### src/rtl/fifo_serial_tx.sv
`timescale 1ns/1ps
`default_nettype none
// ============================================================================
// Module   : fifo_serial_tx
// Brief    : Drains a FIFO one word at a time and sends each word as a
//            start bit, FIFO_width data bits LSB-first, and a stop bit.
// Revision : 1.0 - initial release
// ============================================================================
module fifo_serial_tx #(
    parameter int FIFO_width = 16,
    parameter int BIT_CYCLES = 4
) (
    input  logic                  clk,
    input  logic                  rst_n,
    input  logic [FIFO_width-1:0] fifo_data,
    input  logic                  fifo_empty,
    output logic                  fifo_rd_en,
    input  logic                  enable,
    output logic                  ser_out,
    output logic                  ser_busy,
    output logic                  word_done,
    output logic [7:0]            words_sent
);

    localparam int c_CYC_W = (BIT_CYCLES > 1) ? $clog2(BIT_CYCLES) : 1;
    localparam int c_BIT_W = (FIFO_width > 1) ? $clog2(FIFO_width) : 1;
    localparam logic [c_CYC_W-1:0] c_CYC_LAST = c_CYC_W'(BIT_CYCLES - 1);
    localparam logic [c_BIT_W-1:0] c_BIT_LAST = c_BIT_W'(FIFO_width - 1);

    localparam logic [2:0] c_S_IDLE  = 3'd0;
    localparam logic [2:0] c_S_FETCH = 3'd1;
    localparam logic [2:0] c_S_LATCH = 3'd2;
    localparam logic [2:0] c_S_START = 3'd3;
    localparam logic [2:0] c_S_DATA  = 3'd4;
    localparam logic [2:0] c_S_STOP  = 3'd5;

    logic [2:0]            r_state;
    logic [2:0]            w_next_state;
    logic [c_CYC_W-1:0]    r_cyc_cnt;
    logic [c_BIT_W-1:0]    r_bit_cnt;
    logic [FIFO_width-1:0] r_shift;
    logic [7:0]            r_words_sent;
    logic                  w_bit_end;
    logic                  w_go;
    logic                  w_in_line;

    assign w_bit_end  = (r_cyc_cnt == c_CYC_LAST);
    assign w_go       = enable && !fifo_empty;
    assign w_in_line  = (r_state == c_S_START) || (r_state == c_S_DATA) || (r_state == c_S_STOP);
    assign words_sent = r_words_sent;

    always_ff @(posedge clk or negedge rst_n) begin
        if (!rst_n) begin
            r_state <= c_S_IDLE;
        end else begin
            r_state <= w_next_state;
        end
    end

    always_comb begin
        w_next_state = r_state;
        case (r_state)
            c_S_IDLE:  if (w_go) w_next_state = c_S_FETCH;
            c_S_FETCH: w_next_state = c_S_LATCH;
            c_S_LATCH: w_next_state = c_S_START;
            c_S_START: if (w_bit_end) w_next_state = c_S_DATA;
            c_S_DATA:  if (w_bit_end && (r_bit_cnt == c_BIT_LAST)) w_next_state = c_S_STOP;
            c_S_STOP:  if (w_bit_end) w_next_state = w_go ? c_S_FETCH : c_S_IDLE;
            default:   w_next_state = c_S_IDLE;
        endcase
    end

    always_comb begin
        ser_out    = 1'b1;
        fifo_rd_en = 1'b0;
        ser_busy   = (r_state != c_S_IDLE);
        word_done  = 1'b0;
        case (r_state)
            c_S_FETCH: fifo_rd_en = 1'b1;
            c_S_START: ser_out = 1'b0;
            c_S_DATA:  ser_out = r_shift[0];
            c_S_STOP:  word_done = w_bit_end;
            default:   ser_out = 1'b1;
        endcase
    end

    // Bit timing, shift register and frame counter
    always_ff @(posedge clk or negedge rst_n) begin
        if (!rst_n) begin
            r_cyc_cnt    <= '0;
            r_bit_cnt    <= '0;
            r_shift      <= '0;
            r_words_sent <= '0;
        end else begin
            if (w_in_line) begin
                r_cyc_cnt <= w_bit_end ? '0 : r_cyc_cnt + 1'b1;
            end else begin
                r_cyc_cnt <= '0;
            end

            if (r_state != c_S_DATA) begin
                r_bit_cnt <= '0;
            end else if (w_bit_end) begin
                r_bit_cnt <= (r_bit_cnt == c_BIT_LAST) ? '0 : r_bit_cnt + 1'b1;
            end

            if (r_state == c_S_LATCH) begin
                r_shift <= fifo_data;
            end else if ((r_state == c_S_DATA) && w_bit_end) begin
                r_shift <= {1'b0, r_shift[FIFO_width-1:1]};
            end

            if (word_done) begin
                r_words_sent <= r_words_sent + 8'd1;
            end
        end
    end

endmodule
`default_nettype wire

### config.mk
export PLATFORM = sky130hd
export DESIGN_NAME = fifo_serial_tx
export DESIGN_NICKNAME = d
export VERILOG_FILES = /design/src/rtl/fifo_serial_tx.sv
export SDC_FILE = /design/constraint.sdc
export NUM_CORES = 1
export LEC_CHECK = 0
export ABC_AREA = 1
export BUFFER_PORTS_ARGS = -buffer_cell sky130_fd_sc_hd__buf_2
export CAP_MARGIN = 10
export CORE_ASPECT_RATIO = 1.25
export CORE_MARGIN = 4
export CORE_UTILIZATION = 57
export DETAILED_ROUTE_END_ITERATION = 7
export PLACE_DENSITY = 0.93
export SLEW_MARGIN = 40
export SYNTH_ARGS = -nofsm -noshare
export SYNTH_HDL_FRONTEND = slang
export SYNTH_SLANG_ARGS = --single-unit
### constraint.sdc
create_clock -name clk -period 3.8 [get_ports clk]
set_input_delay 0.38 -clock clk [delete_from_list [all_inputs] [get_ports clk]]
set_output_delay 0.38 -clock clk [all_outputs]
set_load 0.1 [all_outputs]
==> results.sh, run 1 <==
export IMPL_ys_ff_latch=33
export IMPL_syn_area_per_cell_um2=7.982
export IMPL_dieWidth_um=56.28
export IMPL_critPathMaxStageDelay_ps=480
export IMPL_hold_worst_slack_ps=248.0
export IMPL_yosysUniqueCellTypes=25
export IMPL_status="complete, no violations"
export IMPL_drt_total_wl_mm=3.290
export IMPL_ys_top_cells_by_area="dfrtp_1 (50%), nand2_1 (19%), nand3_1 (8.4%)"
export IMPL_globalplace_congestion=0.8413
export IMPL_grt_overflow_total=0
export IMPL_dr_total_vias=1430
export IMPL_final_hold_viol_count=0
export IMPL_dp_cells=269
export IMPL_worst_pin_slew_ps=488.4
export IMPL_drv_slew=0
export IMPL_grt_pass1_vias=1326
export IMPL_relSlewSlack_pct=67.67
export IMPL_hp_class="primary input to flop"
export IMPL_layout_drive_gt1_share_pct=18.52
export IMPL_required_ps=3420
export IMPL_drt_iter0_drc=63
export IMPL_ioPinCount=32
export IMPL_grt_pass1_wl_mm=5.733
export IMPL_synth_common_cells="nand2_1 (84), dfrtp_1 (33), nand3_1 (28)"
export IMPL_cp_max_fo=10
export IMPL_stdcell_count=277
export IMPL_finalSetupViolations=0
export IMPL_drt_antenna_violating_nets=0
export IMPL_wl_per_cell_um=11.88
export IMPL_cts_path_max_buffers=2
export IMPL_avgViaCountPerCell=5.162
export IMPL_yosysTopAreaCell="dfrtp_1"
export IMPL_grtUsageMet3_pct=5.849
export IMPL_synth_area_mm2=0.001660
export IMPL_dieArea_mm2=0.003846
export IMPL_finalSetupTns_ps=0
export IMPL_die_h_um=68.34
export IMPL_place_area_mm2=0.001826
export IMPL_h_tree_depth=2
export IMPL_grt_busiest_layer="met2"
export IMPL_finish_net_count=266
export IMPL_path_class="flop to output port"
export IMPL_cts_resized_gates=0
export IMPL_path_delay_family="buffers and inverters"
export IMPL_power_density_mw_per_mm2=691.2
export IMPL_seq_area_frac_synth_pct=49.74
export IMPL_ir_worst_vdd_mv=0.6590
export IMPL_core_area_mm2=0.002733
export IMPL_yosys_warnings=0
export IMPL_synthesis_instances=208
export IMPL_cp_end_kind="output port"
export IMPL_critPathSlowestCell="buf_2"
export IMPL_synth_edff_count=0
export IMPL_areaGrowthSynthToFinish_pct=14.02
export IMPL_cap_viol_max_count=0
export IMPL_yosysTopAreaCellShare_pct=49.74
export IMPL_first_pass_iters=4
export IMPL_async_reset_ff_share_pct=100.0
export IMPL_drc=0
export IMPL_arrival_ps=1870
export IMPL_globalRouteMet2Util_pct=32.75
export IMPL_crit_chain="ha_1 -> inv_2 -> nor2_4 -> buf_2"
export IMPL_fmax_ghz=0.4445
export IMPL_ctsRootBufferMaster="clkbuf_4"
export IMPL_dpl_hpwl_mm=2.406
export IMPL_grt_antenna_before_repair=0
export IMPL_synth_nets=231
export IMPL_p_total_uw=1308
export IMPL_cts_tree="yes"
export IMPL_skew_ps=6.499
export IMPL_period_needed_ps=2250
export IMPL_initial_utilization_pct=60.76
export IMPL_synth_most_common_cell="nand2_1"
export IMPL_grt_total_usage_pct=19.82
export IMPL_port_buffers=31
export IMPL_leakage_uw=0.001033
export IMPL_diodes=0
export IMPL_cts_sinks=33
export IMPL_synth_ff_type="dfrtp_1"
export IMPL_rows=21
export IMPL_grt_max_degree=34
export IMPL_post_route_period_util_pct=59.21
export IMPL_grt_use_met1_pct=23.00
export IMPL_cts_buffers=5
export IMPL_cp_num_buf_inv=2
export IMPL_rsz0062_at_grt="false"
export IMPL_crit_path_start_kind="flop"
export IMPL_insertion_delay_ps=330
export IMPL_design_area_mm2=0.001893
export IMPL_path_clk_slew_ps=90
export IMPL_fillCellCount=236
## cells by family after synthesis
family	count (synthesis)	share of synthesized area, %
XOR/XNOR	6	3.166
flip-flops	33	49.74
AO/OA/AOI/OAI	11	4.070
adder cells (fa/ha/maj)	3	2.261
AND/OR/NAND/NOR	129	33.84
buffers and inverters	26	6.932
## metrics by stage
step	util [%]	setup WS [ps]
floorplan	-	855.6
global placement	66.80	1958
detailed placement	66.80	1915
CTS	68.82	1539
global route	69.28	1459
finish	69.28	1550
## worst paths after layout
| check | cells past startpoint | slack [ps] | endpoint | from |
|---|---|---|---|---|
| worst min-delay path | 3 | 250 | r_shift[15]$_DFFE_PN0P_ | fifo_data[15] |
| min in group asynchronous | 2 | 520 | r_shift[12]$_DFFE_PN0P_ | rst_n |
| max in group asynchronous | 2 | 2980 | words_sent[6]$_DFFE_PN0P_ | rst_n |
| worst max register to register | 4 | 2210 | r_state[1]$_DFFE_PN0P_ | r_state[2]$_DFFE_PN0P_ |
| worst max-delay path | 4 | 1550 | word_done | r_cyc_cnt[0]$_DFF_PN0_ |
| worst min register to register | 2 | 490 | r_shift[10]$_DFFE_PN0P_ | r_shift[10]$_DFFE_PN0P_ |
## routing by layer
layer  share of wire [%]  up-vias
met2                  52       35
met1                  41      665
met5                   0        -
met3                 5.4        6
met4                 2.1        0
li1                    -      724
## timing repair
item | CTS | global route
hold endpoints to repair | 0 | 32
hold buffers | 0 | 1
endpoints found under the setup margin | 0 | 0
buffers inserted | 0 | 0
## tightest hold or removal path: cells and delay by family
kind	cells	cell delay, ps
AO/OA/AOI/OAI	1	60
buffers and inverters	1	80
AND/OR/NAND/NOR	1	40
## cell type report
cell class | count | area, um^2 | share of cell area, %
tap | 34 | 42.54 | 2.247
timing repair buffer | 32 | 167.7 | 8.857
multi-input combinational | 149 | 719.4 | 38.00
clock buffer | 7 | 55.05 | 2.908
sequential | 33 | 825.8 | 43.62
inverter | 22 | 82.58 | 4.362
## sequential cells by signal, indices dropped and copies added, names as in the netlist
name        cells
r_state         3
r_shift        16
r_bit_cnt       4
words_sent      8
r_cyc_cnt       2
## power breakdown
group	internal (uW)	total [uW]	switching (uW)
clock	87.2	196	108
combinational	151	574	422
sequential	466	539	73.1
total	704	1310	604
## cell usage in the layout, fill, tap and decap left out, types with 2 or more instances in the layout
master | synthesis | routed
inv_2 | 3 | 3
inv_1 | 18 | 18
ha_1 | 3 | 3
a21oi_1 | 2 | 2
o21ai_0 | 5 | 5
nor2_1 | 8 | 8
buf_2 | 2 | 30
nand4_1 | 2 | 2
xnor2_1 | 3 | 3
nand3_1 | 28 | 28
nand2_1 | 84 | 84
clkbuf_4 | 0 | 5
nor2_4 | 2 | 2
dfrtp_1 | 33 | 33
xor2_1 | 3 | 3
Note: power is estimated with default switching activity, not from simulation.
==> run 2: changes to the inputs <==
--- a/config.mk
+++ b/config.mk
@@ -10,9 +10,9 @@
 export CAP_MARGIN = 10
 export CORE_ASPECT_RATIO = 1.25
 export CORE_MARGIN = 4
-export CORE_UTILIZATION = 57
+export CORE_UTILIZATION = 49
 export DETAILED_ROUTE_END_ITERATION = 7
-export PLACE_DENSITY = 0.93
+export PLACE_DENSITY = 0.86
 export SLEW_MARGIN = 40
 export SYNTH_ARGS = -nofsm -noshare
 export SYNTH_HDL_FRONTEND = slang
==> constraint.sdc (replaced) <==
create_clock -name clk -period 1.85 [get_ports clk]
set_input_delay 0.185 -clock clk [delete_from_list [all_inputs] [get_ports clk]]
set_output_delay 0.185 -clock clk [all_outputs]
set_load 0.1 [all_outputs]
==> run 2 against run 1 <==
Compared with the run above:
- cell area grew 5.1%
- via count shrank 2.6%
- sequential share of layout area shrank 2.1 points
- critical path type unchanged
==> results.sh, run 2 (same netlist as run 1, synthesis figures left out) <==
export IMPL_dp_cells=273
export IMPL_largest_register="r_shift"
export IMPL_path_clk_slew_ps=60
export IMPL_cts_path_max_buffers=2
export IMPL_grt_pass1_wl_mm=5.878
export IMPL_rrSetupSlack_ps=380
export IMPL_largest_reg_flops=16
export IMPL_drc=0
export IMPL_insertion_delay_ps=290
export IMPL_fillCellCount=309
export IMPL_dieArea_mm2=0.004390
export IMPL_cp_depth=6
export IMPL_ir_worst_vdd_mv=1.049
export IMPL_finalSetupTns_ps=0
export IMPL_crit_chain="inv_1 -> nand2_1 -> nor2_2 -> nand2_1 -> nand2_1 -> buf_12"
export IMPL_path_class="flop to output port"
export IMPL_holdPathEnd="r_shift[15]$_DFFE_PN0P_"
export IMPL_required_ps=1660
export IMPL_critPathMostFrequentCell="nand2_1"
export IMPL_rows=23
export IMPL_power_density_mw_per_mm2=1463
export IMPL_core_area_mm2=0.003223
export IMPL_first_pass_iters=4
export IMPL_critPathSlowestCell="dfrtp_1"
export IMPL_fmax_ghz=0.5867
export IMPL_leakage_uw=0.001073
export IMPL_finish_net_count=269
export IMPL_hp_class="primary input to flop"
export IMPL_cts_sinks=33
export IMPL_grt_max_degree=34
export IMPL_arrival_ps=1520
export IMPL_relSlewSlack_pct=51.69
export IMPL_globalplace_congestion=0.7786
export IMPL_dpl_worst_slack_ps=378.7
export IMPL_drt_antenna_violating_nets=0
export IMPL_port_buffers=31
export IMPL_grt_antenna_before_repair=0
export IMPL_drt_total_wl_mm=3.334
export IMPL_finalCoreUtilization_pct=61.72
export IMPL_initial_utilization_pct=51.51
export IMPL_post_route_period_util_pct=92.14
export IMPL_drv_slew=0
export IMPL_cts_tree="yes"
export IMPL_hold_depth=3
export IMPL_hold_start="fifo_data[15]"
export IMPL_cp_end_kind="output port"
export IMPL_layout_drive_gt1_share_pct=19.92
export IMPL_ctsRootBufferMaster="clkbuf_8"
export IMPL_die_h_um=73.08
export IMPL_dpl_hpwl_mm=2.384
export IMPL_final_common_cell="nand2_1"
export IMPL_cp_num_buf_inv=2
export IMPL_worst_pin_slew_ps=724.6
export IMPL_stdcell_count=283
export IMPL_grt_pass1_vias=1388
export IMPL_cap_viol_max_count=0
export IMPL_finalSetupViolations=0
export IMPL_drt_iter0_drc=45
export IMPL_skew_ps=5.878
export IMPL_cp_max_fo=5
export IMPL_r2r_start="r_state[1]$_DFFE_PN0P_"
export IMPL_crit_path_start_kind="flop"
export IMPL_final_hold_viol_count=0
export IMPL_status="complete, no violations"
export IMPL_areaGrowthSynthToFinish_pct=19.82
export IMPL_wl_per_cell_um=11.78
export IMPL_cts_buffers=5
export IMPL_rsz0062_at_grt="false"
export IMPL_h_tree_depth=2
export IMPL_path_delay_family="simple AND/OR/NAND/NOR gates"
export IMPL_ioPinCount=32
export IMPL_period_needed_ps=1705
export IMPL_grt_total_usage_pct=18.14
export IMPL_layout_common_cells="nand2_1 (84), dfrtp_1 (33), buf_2 (29), nand3_1 (28), inv_1 (18)"
export IMPL_diodes=0
export IMPL_grt_overflow_total=0
export IMPL_worstReg2RegEnd="words_sent[5]$_DFFE_PN0P_"
export IMPL_reg2reg_depth=6
export IMPL_avgViaCountPerCell=4.922
export IMPL_critPathMaxStageDelay_ps=420
export IMPL_dr_total_vias=1393
export IMPL_dieWidth_um=60.07
export IMPL_worst_slack_ps=145.4
export IMPL_cts_resized_gates=0
run 2: cell count changes in the layout (fill, tap and decap cells not counted):
cell      delta
clkbuf_4     -5
buf_12       +2
nor3_1       -1
clkbuf_8     +5
nor3_4       +1
buf_2        -1
buf_4        +2
run 2: power by group:
group          leakage [uW]  internal (uW)  switching, uW
Combinational      0.000601            375            886
Clock             0.0000443            295            240
Sequential         0.000428            959            156
run 2: stage by stage:
stage / cell area, um^2 / hold WS, ps / total power [uW]
after floorplan: 1672 / -110.6 / 2097
after global placement: 1878 / 271.8 / 2354
after detailed placement: 1878 / 286.0 / 2392
after CTS: 1974 / 98.24 / 2939
after global routing: 1989 / 111.5 / 3131
final: 1989 / 104.0 / 2911
run 2: worst max path at each step:
| stage | endpoint | from |
|---|---|---|
| 2_1_floorplan | r_state[2]$_DFFE_PN0P_ | r_state[1]$_DFFE_PN0P_ |
| 3_3_place_gp | word_done | r_cyc_cnt[0]$_DFF_PN0_ |
| 3_5_place_dp | words_sent[4]$_DFFE_PN0P_ | r_cyc_cnt[0]$_DFF_PN0_ |
| 4_1_cts | word_done | r_cyc_cnt[0]$_DFF_PN0_ |
| 5_1_grt | ser_out | r_state[1]$_DFFE_PN0P_ |
| 6_report | ser_out | r_state[0]$_DFFE_PN0P_ |
run 2: tightest hold or removal path, stage by stage:
cell	delay [ps]
buf_2	70
nand2_1	40
o21ai_0	60
run 2: layer usage:
layer | share of wire (%) | vias to the layer above | wire length, um | GRT usage (%)
met4 | 2.2 | 0 | 74 | 9.113
met5 | 0 | - | 0 | 0
met1 | 43 | 631 | 1445 | 20.52
li1 | - | 728 | - | -
met2 | 49 | 29 | 1640 | 30.53
met3 | 5.2 | 5 | 174 | 5.133
run 2: layout make-up:
cell class	instances	area (um^2)	area share (%)
sequential	33	825.8	41.51
multi-input combinational	149	730.7	36.73
timing repair buffer	35	217.7	10.94
clock buffer	7	86.33	4.340
inverter	22	82.58	4.151
tap	37	46.29	2.327
run 2: timing repair:
action | 4_1_cts | 5_1_grt
buffers inserted | 0 | 2
hold endpoints to repair | 33 | 0
hold buffers | 1 | 0
endpoints found under the setup margin | 0 | 1
==> run 3: changes to the inputs <==
--- a/config.mk
+++ b/config.mk
@@ -5,7 +5,6 @@
 export SDC_FILE = /design/constraint.sdc
 export NUM_CORES = 1
 export LEC_CHECK = 0
-export ABC_AREA = 1
 export BUFFER_PORTS_ARGS = -buffer_cell sky130_fd_sc_hd__buf_2
 export CAP_MARGIN = 10
 export CORE_ASPECT_RATIO = 1.25
==> run 3 against run 2 <==
Compared with the run above:
- final cell count down 24%
- non-clock buffer count up 3
- register-to-register slack worse by 90 ps
- critical path type unchanged
- sequential share of layout area up 0.94 points
- sequential power about the same
- largest cell class unchanged
==> results.sh, run 3 <==
export IMPL_critPathSlowestCell="dfrtp_1"
export IMPL_dieWidth_um=59.44
export IMPL_finish_net_count=201
export IMPL_stdcell_count=216
export IMPL_fillCellCount=248
export IMPL_worst_pin_slew_ps=732.2
export IMPL_async_reset_ff_share_pct=100.0
export IMPL_port_buffers=31
export IMPL_worst_slack_ps=101.8
export IMPL_largest_reg_flops=16
export IMPL_cts_path_max_buffers=2
export IMPL_insertion_delay_ps=290
export IMPL_grt_overflow_total=0
export IMPL_areaGrowthSynthToFinish_pct=20.23
export IMPL_core_area_mm2=0.003194
export IMPL_synth_edff_count=0
export IMPL_synth_area_mm2=0.001620
export IMPL_hp_class="primary input to flop"
export IMPL_rrSetupSlack_ps=290
export IMPL_ctsRootBufferMaster="clkbuf_8"
export IMPL_holdPathEnd="r_shift[13]$_DFFE_PN0P_"
export IMPL_synth_nets=164
export IMPL_hold_depth=3
export IMPL_yosys_warnings=0
export IMPL_rsz0062_at_grt="false"
export IMPL_layout_common_cells="dfrtp_1 (32), buf_2 (29), nand2_1 (17), a21o_1 (9), a22o_1 (8)"
export IMPL_cts_sinks=33
export IMPL_ys_ff_latch=33
export IMPL_place_area_mm2=0.001813
export IMPL_design_area_mm2=0.001948
export IMPL_met1_length_mm=1.317
export IMPL_die_h_um=72.29
export IMPL_grt_antenna_before_repair=0
export IMPL_diodes=0
export IMPL_synthesis_instances=141
export IMPL_finalSetupViolations=0
export IMPL_layout_drive_gt1_share_pct=30.73
export IMPL_period_needed_ps=1748
export IMPL_first_pass_iters=4
export IMPL_drt_iter0_drc=48
export IMPL_synth_common_cells="dfrtp_1 (33), nand2_1 (17), a21o_1 (9)"
export IMPL_ys_top_cells_by_area="dfrtp_1 (51%), a22o_1 (4.3%), mux2i_1 (4.3%)"
export IMPL_fmax_ghz=0.5720
export IMPL_yosysTopAreaCellShare_pct=50.97
export IMPL_p_total_uw=2785
export IMPL_ir_worst_vdd_mv=1.409
export IMPL_drc=0
export IMPL_drt_antenna_violating_nets=0
export IMPL_regArea_um2=827.0
export IMPL_final_common_cell="dfrtp_1"
export IMPL_synth_ff_type="dfrtp_1"
export IMPL_status="complete, no violations"
export IMPL_ioPinCount=32
export IMPL_grt_pass1_vias=1198
export IMPL_critPathMaxStageDelay_ps=390
export IMPL_hold_start="fifo_data[13]"
export IMPL_seq_area_frac_synth_pct=50.97
export IMPL_yosysUniqueCellTypes=36
export IMPL_cp_end_kind="output port"
export IMPL_cts_buffers=5
export IMPL_reg2reg_depth=7
export IMPL_synth_most_common_cell="dfrtp_1"
export IMPL_path_delay_family="buffers and inverters"
export IMPL_finalSetupTns_ps=0
export IMPL_avgViaCountPerCell=5.403
export IMPL_syn_area_per_cell_um2=11.49
export IMPL_dieArea_mm2=0.004297
export IMPL_yosysTopAreaCell="dfrtp_1"
export IMPL_cap_viol_max_count=0
export IMPL_path_clk_slew_ps=70
export IMPL_path_class="flop to output port"
export IMPL_top_layer_used="met4"
export IMPL_post_route_period_util_pct=94.50
export IMPL_rows=23
export IMPL_dr_total_vias=1167
export IMPL_leakage_uw=0.0009860
export IMPL_grt_total_usage_pct=16.89
export IMPL_relSlewSlack_pct=51.19
export IMPL_skew_ps=7.430
export IMPL_dr_wl_met3_um=212
export IMPL_cp_num_buf_inv=3
export IMPL_grt_max_degree=34
export IMPL_drt_total_wl_mm=3.212
export IMPL_grt_pass1_wl_mm=5.347
export IMPL_met2_length_mm=1.629
export IMPL_cts_tree="yes"
export IMPL_dpl_hpwl_mm=2.384
export IMPL_h_tree_depth=2
export IMPL_initial_utilization_pct=50.72
export IMPL_crit_path_start_kind="flop"
export IMPL_final_hold_viol_count=0
export IMPL_wl_per_cell_um=14.87
export IMPL_globalplace_congestion=0.7950
export IMPL_crit_chain="ha_1 -> buf_4 -> nand4b_4 -> clkinvlp_4 -> buf_12"
export IMPL_r2r_start="r_cyc_cnt[0]$_DFF_PN0_"
export IMPL_worstReg2RegEnd="words_sent[4]$_DFFE_PN0P_"
export IMPL_required_ps=1660
export IMPL_cp_max_fo=10
export IMPL_dp_cells=206
export IMPL_largest_register="r_shift"
export IMPL_power_density_mw_per_mm2=1430
export IMPL_dpl_worst_slack_ps=248.3
export IMPL_drv_slew=0
export IMPL_arrival_ps=1560
export IMPL_multiInputGateArea_um2=706.9
## run 3: changes by cell type after synthesis, moves of 4 or more
| cell | change |
|---|---|
| nor3_1 | +4 |
| nand2_1 | -67 |
| a21o_1 | +9 |
| nand3_1 | -25 |
| inv_1 | -16 |
| mux2i_1 | +7 |
| o21ai_1 | +6 |
| a22o_1 | +7 |
| nor2_1 | -4 |
## run 3: power by group
group | switching [uW] | total (uW) | leakage [uW] | internal (uW)
registers | 184 | 1130 | 0.000424 | 943
clock network | 260 | 698 | 0.0000585 | 439
logic | 547 | 959 | 0.000504 | 412
## run 3: cell type report
class / count / share of cell area, %
Clock buffer: 7 / 4.432
Clock inverter: 1 / 1.541
Inverter: 2 / 0.5780
Multi-Input combinational cell: 98 / 36.29
Sequential cell: 33 / 42.45
Tap cell: 37 / 2.376
Timing Repair Buffer: 38 / 12.33
## run 3: worst max-delay path by stage
stage / start / endpoint / slack [ps] / depth (start not counted)
floorplan: r_state[0]$_DFFE_PN0P_ / fifo_rd_en / -70 / 3
global placement: r_state[0]$_DFFE_PN0P_ / r_shift[15]$_DFFE_PN0P_ / 320 / 4
detailed placement: r_state[0]$_DFFE_PN0P_ / r_shift[15]$_DFFE_PN0P_ / 250 / 4
CTS: r_state[0]$_DFFE_PN0P_ / ser_out / 30 / 4
global route: r_cyc_cnt[0]$_DFF_PN0_ / word_done / 20 / 5
finish: r_cyc_cnt[0]$_DFF_PN0_ / word_done / 100 / 5
## run 3: worst register-to-register path: stages, from the launching register on
cell,delay [ps]
dfrtp_1,360
ha_1,160
buf_4,180
nand4b_4,200
clkinvlp_4,170
buf_4,120
nand4_1,110
xnor2_1,150
## run 3: repair_timing
item	4_1_cts	5_1_grt
hold endpoints to repair	33	0
buffers inserted	0	1
hold buffers	1	0
resized for setup	0	1
endpoints found under the setup margin	0	3
## run 3: cells by family after synthesis
logic type               Yosys count  synth area share (%)
AND/OR/NAND/NOR                   44                 15.91
AO/OA/AOI/OAI                     35                 15.37
flip-flops                        33                 50.97
buffers and inverters             10                 6.100
XOR/XNOR                           8                 4.324
multiplexers                       8                 5.019
adder cells (fa/ha/maj)            3                 2.317
## run 3: stage by stage
| stage | hold slack, ps | util, % |
|---|---|---|
| after floorplan | -110.6 | - |
| final | 102.5 | 60.99 |
| after global routing | 106.6 | 60.99 |
| after CTS | 95.60 | 60.71 |
| after detailed placement | 282.1 | 56.76 |
| after global placement | 263.8 | 56.76 |
## run 3: per-layer routing
layer / up-vias / track usage, %
li1: 578 / -
met1: 551 / 19.33
met2: 32 / 27.10
met3: 6 / 6.940
met4: 0 / 7.809
met5: - / 0
